`config.mk`:
```
export PLATFORM = sky130hd
export DESIGN_NAME = instr_memory_arbiter
export DESIGN_NICKNAME = d
export VERILOG_FILES = /design/src/rtl/arbiter_pkg.sv /design/src/rtl/rr_priority_picker.sv /design/src/rtl/instr_memory_arbiter.sv
export SDC_FILE = /design/constraint.sdc
export NUM_CORES = 1
export LEC_CHECK = 0
export BUFFER_PORTS_ARGS = -buffer_cell sky130_fd_sc_hd__buf_4
export CAP_MARGIN = 5
export CORE_MARGIN = 2
export CORE_UTILIZATION = 29
export DETAILED_ROUTE_END_ITERATION = 10
export PLACE_DENSITY = 0.89
export REMOVE_ABC_BUFFERS = 1
export SYNTH_ARGS = -nofsm -noshare
export SYNTH_HDL_FRONTEND = slang
export SYNTH_SLANG_ARGS = --single-unit
```
`constraint.sdc`:
```
create_clock -name clk -period 2.7 [get_ports clk]
set_input_delay 0.54 -clock clk [delete_from_list [all_inputs] [get_ports clk]]
set_output_delay 0.54 -clock clk [all_outputs]
set_load 0.02 [all_outputs]
```
`src/rtl/arbiter_pkg.sv`:
```
// Shared types for the instruction memory arbiter: the load/run mode enum
// and a small wrap-around increment used for the round-robin pointer.
package arbiter_pkg;

    typedef enum logic {
        S_LOAD = 1'b0,
        S_RUN  = 1'b1
    } arb_state_e;

    function automatic int wrap_inc(input int idx, input int n);
        return (idx + 1 >= n) ? 0 : idx + 1;
    endfunction

endpackage

```
`src/rtl/rr_priority_picker.sv`:
```
// Round-robin priority picker: returns the first asserted request found when
// scanning ptr, ptr+1, ... modulo N_REQ, as both a one-hot grant and an index.
module rr_priority_picker #(
    parameter int N_REQ = 4,
    parameter int PTR_W = 2
) (
    input  logic [N_REQ-1:0] req,
    input  logic [PTR_W-1:0] ptr,
    output logic [N_REQ-1:0] grant,
    output logic [PTR_W-1:0] idx,
    output logic             any
);

    localparam int SUM_W = PTR_W + 1;

    logic [2*N_REQ-1:0] req_dbl;
    logic [N_REQ-1:0]   req_rot;
    logic [SUM_W-1:0]   sum;

    // Rotating the doubled vector puts the pointer position at bit 0, so the
    // lowest set bit of req_rot is the winner's offset from ptr.
    assign req_dbl = {req, req};
    assign req_rot = N_REQ'(req_dbl >> ptr);

    always_comb begin
        grant = '0;
        idx   = '0;
        sum   = '0;
        any   = |req_rot;
        for (int i = N_REQ - 1; i >= 0; i--) begin
            if (req_rot[i]) begin
                sum = SUM_W'(ptr) + SUM_W'(i);
            end
        end
        if (sum >= SUM_W'(N_REQ)) begin
            sum = sum - SUM_W'(N_REQ);
        end
        idx = sum[PTR_W-1:0];
        if (any) begin
            grant[idx] = 1'b1;
        end
    end

endmodule

```
`src/rtl/instr_memory_arbiter.sv`:
```
// Instruction memory arbiter: host program-load writes in S_LOAD, round-robin
// single-cycle read grants among fetch requesters in S_RUN.
module instr_memory_arbiter
    import arbiter_pkg::*;
#(
    parameter int N_REQ             = 4,
    parameter int MEMORY_WIDTH      = 16,
    parameter int MEMORY_ADDR_WIDTH = 11
) (
    input  logic                               clk,
    input  logic                               reset,
    input  logic [N_REQ-1:0]                   req_valid,
    input  logic [N_REQ*MEMORY_ADDR_WIDTH-1:0] req_addr,
    output logic [N_REQ-1:0]                   req_ready,
    output logic [MEMORY_WIDTH-1:0]            req_data,
    output logic [N_REQ-1:0]                   req_data_valid,
    input  logic                               host_load_start,
    input  logic                               host_load_done,
    input  logic                               host_wr_valid,
    input  logic [MEMORY_ADDR_WIDTH-1:0]       host_wr_addr,
    input  logic [MEMORY_WIDTH-1:0]            host_wr_data,
    output logic                               host_wr_ready,
    output logic                               mem_en,
    output logic                               mem_we,
    output logic [MEMORY_ADDR_WIDTH-1:0]       mem_addr,
    output logic [MEMORY_WIDTH-1:0]            mem_wdata,
    input  logic [MEMORY_WIDTH-1:0]            mem_rdata,
    output logic                               loaded
);

    localparam int PTR_W = (N_REQ > 1) ? $clog2(N_REQ) : 1;

    arb_state_e             state_q, state_d;
    logic [PTR_W-1:0]       rr_ptr_q, rr_ptr_d;
    logic [N_REQ-1:0]       req_data_valid_q, req_data_valid_d;
    logic                   loaded_q, loaded_d;

    logic [N_REQ-1:0]             grant;
    logic [PTR_W-1:0]             grant_idx;
    logic                         grant_any;
    logic [MEMORY_ADDR_WIDTH-1:0] sel_addr;

    rr_priority_picker #(
        .N_REQ (N_REQ),
        .PTR_W (PTR_W)
    ) u_picker (
        .req   (req_valid),
        .ptr   (rr_ptr_q),
        .grant (grant),
        .idx   (grant_idx),
        .any   (grant_any)
    );

    always_comb begin
        sel_addr = '0;
        for (int i = 0; i < N_REQ; i++) begin
            if (grant[i]) begin
                sel_addr = sel_addr | req_addr[i*MEMORY_ADDR_WIDTH +: MEMORY_ADDR_WIDTH];
            end
        end
    end

    // Grants are still honoured in the cycle host_load_start arrives; the
    // mode switch only takes effect from the next cycle.
    always_comb begin
        state_d          = state_q;
        rr_ptr_d         = rr_ptr_q;
        req_data_valid_d = '0;
        req_ready        = '0;
        host_wr_ready    = 1'b0;
        mem_en           = 1'b0;
        mem_we           = 1'b0;
        mem_addr         = '0;
        mem_wdata        = '0;
        unique case (state_q)
            S_LOAD: begin
                host_wr_ready = 1'b1;
                if (host_wr_valid) begin
                    mem_en    = 1'b1;
                    mem_we    = 1'b1;
                    mem_addr  = host_wr_addr;
                    mem_wdata = host_wr_data;
                end
                if (host_load_done) begin
                    state_d = S_RUN;
                end
            end
            S_RUN: begin
                if (grant_any) begin
                    req_ready        = grant;
                    mem_en           = 1'b1;
                    mem_addr         = sel_addr;
                    req_data_valid_d = grant;
                    rr_ptr_d         = PTR_W'(wrap_inc(int'(grant_idx), N_REQ));
                end
                if (host_load_start) begin
                    state_d = S_LOAD;
                end
            end
            default: begin
                state_d = S_LOAD;
            end
        endcase
        loaded_d = (state_d == S_RUN);
    end

    always_ff @(posedge clk or negedge reset) begin
        if (!reset) begin
            state_q          <= S_LOAD;
            rr_ptr_q         <= '0;
            req_data_valid_q <= '0;
            loaded_q         <= 1'b0;
        end else begin
            state_q          <= state_d;
            rr_ptr_q         <= rr_ptr_d;
            req_data_valid_q <= req_data_valid_d;
            loaded_q         <= loaded_d;
        end
    end

    assign req_data       = mem_rdata;
    assign req_data_valid = req_data_valid_q;
    assign loaded         = loaded_q;

endmodule
```
**Word level (Yosys, flattened, before mapping)**

Cells that the tools add are included.

- Register bits after elaboration: 7
- Output and inout bits: 55
- Word-level logic and storage cells: 48

- Add/sub/neg operators: 5
- Magnitude comparators: 4
- Shift operators: 1
- Muxes and demuxes: 28
- Bitwise operators: 4
- Reduce and logical (&&, ||, !) cells: 3

Operators by type and width:

| kind | count |
|---|---|
| 11-bit 2-to-1 mux | 6 |
| 11-bit OR | 3 |
| 16-bit 2-to-1 mux | 2 |
| 11-bit case mux with 2 select lines | 1 |
| 3-bit 2-to-1 mux | 4 |
| 4-bit 2-to-1 mux | 3 |
| 8-bit by 2-bit >> shifter with 4-bit output | 1 |
| 1-bit 2-to-1 mux | 7 |
| 2-bit by 1-bit adder with 3-bit output (second input constant) | 2 |
| 2-bit by 2-bit adder with 3-bit output (second input constant) | 2 |
| 3-bit >= comparator (second input constant) | 2 |
| 2-bit 2-to-1 mux | 2 |
| 1-bit case mux with 2 select lines | 2 |
| 4-bit OR reduction | 1 |
| 2-bit by 3-bit less-than comparator with 1-bit output (second input constant) | 1 |
| 1-bit demux with 2-bit select | 1 |
| 2-bit by 1-bit >= comparator with 1-bit output (second input constant) | 1 |
| 2-bit AND reduction | 1 |
| 2-bit by 1-bit subtractor with 2-bit output (second input constant) | 1 |
| 1-bit logical AND | 1 |
| 1-bit NOT | 1 |

**Depth between registers and ports, before layout**

- Depth after elaboration: 21
- Mapped depth: 8

**By module**

A second synthesis with hierarchy kept.

- Cell total of the unflattened synthesis: 137
- Area, all modules: 1131.1 µm²

By module, submodules not included:

| module | times used | cells an instance | area each (µm²) |
|---|---|---|---|
| instr_memory_arbiter | 1 | 105 | 923.4 |
| rr_priority_picker | 1 | 32 | 207.7 |

**Least setup slack after synthesis**

OpenSTA, ideal clock, no wires.

- Kind: input port to output port
- Start point: in req_valid[1]
- End point: out mem_addr[9]
- Arrival time: 2255 ps
- Data required time: 2160 ps
- Setup slack: -95 ps
- Stages on the path: 8
- Cells stage by stage: and2b_2 o21bai_1 and3b_1 ha_1 clkbuf_1 a22o_1 a221oi_1 o21ai_0

- Word-level cells in the longest chain between the ends: 21
- Elaborated cells on any way between the ends: 24
- Those cells by class: 1 x add/sub; 3 x order compare; 1 x shift; 14 x mux; 3 x bitwise; 2 x reduce/logical

Ends and longest elaborated chain:

| item | line | source |
|---|---|---|
| start: declaration | instr_memory_arbiter.sv:12 | `input logic [N_REQ-1:0] req_valid,` |
| 8-bit by 2-bit >> shifter with 4-bit output (*) | rr_priority_picker.sv:23 | `assign req_rot = N_REQ'(req_dbl >> ptr);` |
| 3-bit 2-to-1 mux (4 in series) | rr_priority_picker.sv:31 | `if (req_rot[i]) begin` |
| 3-bit >= comparator / 2-bit by 1-bit subtractor with 2-bit output (equally long branches) | rr_priority_picker.sv:35, rr_priority_picker.sv:36 |  |
| 2-bit 2-to-1 mux | rr_priority_picker.sv:35 | `if (sum >= SUM_W'(N_REQ)) begin` |
| 2-bit by 3-bit less-than comparator with 1-bit output (not written as such) / 2-bit by 1-bit >= comparator with 1-bit output (equally long branches) | rr_priority_picker.sv:40 | `grant[idx] = 1'b1;` |
| 1-bit logical AND (not written as such) | rr_priority_picker.sv:40 |  |
| 1-bit 2-to-1 mux (not written as such) | rr_priority_picker.sv:40 |  |
| 1-bit demux with 2-bit select | n/a |  |
| [... 2 more ...] | n/a |  |
| 11-bit OR | instr_memory_arbiter.sv:58 | `sel_addr = sel_addr \| req_addr[i*MEMORY_ADDR_WIDTH +: MEMORY_ADDR_WIDTH];` |
| 11-bit 2-to-1 mux | instr_memory_arbiter.sv:57 | `if (grant[i]) begin` |
| 11-bit OR | instr_memory_arbiter.sv:58 |  |
| 11-bit 2-to-1 mux | instr_memory_arbiter.sv:57 |  |
| 11-bit OR | instr_memory_arbiter.sv:58 |  |
| 11-bit 2-to-1 mux | instr_memory_arbiter.sv:57 |  |
| 11-bit 2-to-1 mux (*) | instr_memory_arbiter.sv:89 | `if (grant_any) begin` |
| 11-bit case mux with 2 select lines (*) | instr_memory_arbiter.sv:75 | `unique case (state_q)` |
| end: declaration | instr_memory_arbiter.sv:25 | `output logic [MEMORY_ADDR_WIDTH-1:0] mem_addr,` |

Mark *: on every way between the ends. The rest lies on a longest branch, timed or not.

**Worst setup path in the final report**

- Start point: in req_valid[2]
- End point: out mem_addr[7]

Same word-level chain as after synthesis.

==> impl_metrics.tcl <==
set metrics [dict create \
    yosys-top-cells-area "dfrtp_1, buf_4, and2_1, a221oi_1, a22o_1" \
    slew_headroom 0.778 \
    fin_skew_ns 0.00962 \
    avgViaCountPerCell 4.93 \
    ioPinCount 151 \
    ant_nets 0 \
    worstSetupStartpointType "input port" \
    rows 21 \
    dpl_cell_area_sq_um 1890 \
    area_growth_pct 111 \
    routed_wirelength_um 4570 \
    grt_max_degree 30 \
    hold_viol 0 \
    critPathKind "input port to output pin" \
    cpMaxStageDelayCell "a221oi_2" \
    drc 0 \
    fin_area_sq_um 2070 \
    synth_top_area_share 0.179 \
    period_minus_slack_ns 2.74 \
    slew_viol_final 0 \
    worstMarginPinSlew_ns 0.332 \
    critPathMaxFanout 6 \
    path_cells "buf_6, and2b_2, o21bai_4, nand3b_1, buf_4, ha_4, buf_4, a221oi_2, o21ai_1, buf_4" \
    violations "setup timing" \
    io_buffers 118 \
    diodes 0 \
    p_per_area_nw_per_um2 612 \
    final_cell_mix "buf_4, and2_1, nand2_1" \
    required_ns 2.16 \
    yosysTopAreaCell "dfrtp_1" \
    cts_buffers 3 \
    postCtsSetupBuffers 0 \
    die_y_um 62.2 \
    cts_tree "yes" \
    fin_crit_sh 1.01 \
    cts_root_buf "clkbuf_4" \
    dieArea_sq_um 3860 \
    cts.sinks 7 \
    first_pass_iters 4 \
    die_w_um 62.2 \
    place.gp.congestion 0.803 \
    fillers 287 \
    synthDistinctLibCells 23 \
    async_flop_share 1.00 \
    power_leakage_nw 1.07 \
    post-dp-hpwl_um 3570 \
    cp_common_cell "buf_4" \
    setup_slack_ns -0.0381 \
    start_util 0.299 \
    yosysSeqAreaShare 0.179 \
    first_global_vias 1487 \
    setup_viol 5 \
    coreArea_sq_um 3280 \
    cts_htree_levels 1 \
    antenna_found_initial 0 \
    worst_path_largest_cell_delay_ns 0.27 \
    rsz0062_at_grt "true" \
    dp_slack_ns -0.200 \
    syn_avg_cell_area_sq_um 7.66 \
    nets 342 \
    drive_above_1_share 0.676 \
    synth_cells 128 \
    netlist_area_sq_um 981 \
    fmax_mhz 365 \
    ys_warn_count 0 \
    grt_usage 0.226 \
    irDropWorstVdd_mv 0.367 \
    final_common_cell "buf_4" \
    crit_path_end_kind "output pin" \
    wire_per_inst_um 15.9 \
    min_path_type "input port to asynchronous set/reset pin" \
    yosys_most_used_dff "dfrtp_1" \
    cts.clk_slew.worst_paths_ns 0.06 \
    clk_path_buf_depth 2 \
    synth_edf_count 0 \
    grt_pass1_wl_um 7070 \
    vias 1416 \
    maxCapViolCount 0 \
    drt-initial-drc-count 34 \
    cp.arrival_ns 2.20 \
    status "finished with violations" \
    ys_ff_latch 7 \
    insertion_delay_ns 0.25 \
    grt.overflow.total 0 \
    timing.hold.ws_ns 0.0839 \
]
## layer usage
layer	vias to the layer above	share of wire	global-route usage
met5	-	0	0.0694
met4	0	0.0037	0.0333
met3	2	0.13	0.116
met2	95	0.52	0.413
met1	652	0.35	0.231
li1	667	-	-
## Yosys cell counts (2+ instances only)
cell      number
and2_1        16
o21a_1         2
dfrtp_1        7
nand2_1       13
a221oi_1      11
o21ai_0       14
inv_1          7
o21bai_1       2
buf_4         16
nor2b_1        4
nor2_1         6
a22o_1        11
ha_1           4
clkbuf_1       6
## critical path, delay by kind of cell
kind | cells | cell delay [ns]
AOI/OAI and AO/OA | 3 | 0.51
and+or+nand+nor | 2 | 0.38
adders and majority gates | 1 | 0.16
buffers and inverters | 4 | 0.61
## metrics by stage
step | cells | utilization | total power, mW | TNS [ns]
after floorplan | 104 | - | 0.603 | 0
after global placement | 283 | 0.576 | 1.00 | -1.16
after detailed placement | 283 | 0.576 | 1.02 | -1.71
after CTS | 287 | 0.613 | 1.21 | -0.00369
after global routing | 287 | 0.630 | 1.36 | -0.884
final | 287 | 0.630 | 1.27 | -0.0859
## power breakdown
group          internal (mW)  switching [mW]
combinational          0.514           0.493
sequential             0.136          0.0311
clock                 0.0541          0.0394
total                  0.704           0.563
## timing repair
item,in CTS,in global routing
gates resized for setup,30,13
pin swaps,1,5
setup endpoints to repair,11,11
hold buffers,0,0
## path summary, 6_finish.rpt
kind	start	to	slack, ns	cells after the start
min in group clk	host_load_start	loaded	0.46	2
min	reset	req_data_valid[0]	0.08	1
max reg2reg	rr_ptr_q[1]	req_data_valid[3]	1.08	7
max in group asynchronous	reset	rr_ptr_q[0]	2.49	1
max	req_valid[2]	mem_addr[7]	-0.04	10
min reg2reg	rr_ptr_q[1]	rr_ptr_q[1]	0.59	1
## logic make-up (layout without fill, tap and decap cells)
logic type | count (synthesis) | in the layout | share of synthesized area
AOI/OAI and AO/OA | 43 | 43 | 0.341
and+or+nand+nor | 42 | 42 | 0.226
buffers and inverters | 31 | 144 | 0.189
DFF | 7 | 7 | 0.179
adders and majority gates | 4 | 4 | 0.0510
muxes | 1 | 1 | 0.0153
## area by class of cell
type / count / area [sq um] / share of cell area
repair buffers: 133 / 1020 / 0.494
well taps: 46 / 57.6 / 0.0278
clock inverters: 1 / 5.00 / 0.00242
multi-input cells: 90 / 759 / 0.367
inverters: 7 / 26.3 / 0.0127
flip-flops and latches: 7 / 178 / 0.0858
clock buffers: 3 / 22.5 / 0.0109
## sequential cells by signal, indices dropped and copies added, names as in the netlist
signal and count:
rr_ptr_q 2, req_data_valid 4, loaded 1
Power figures use the tool's default switching activity.
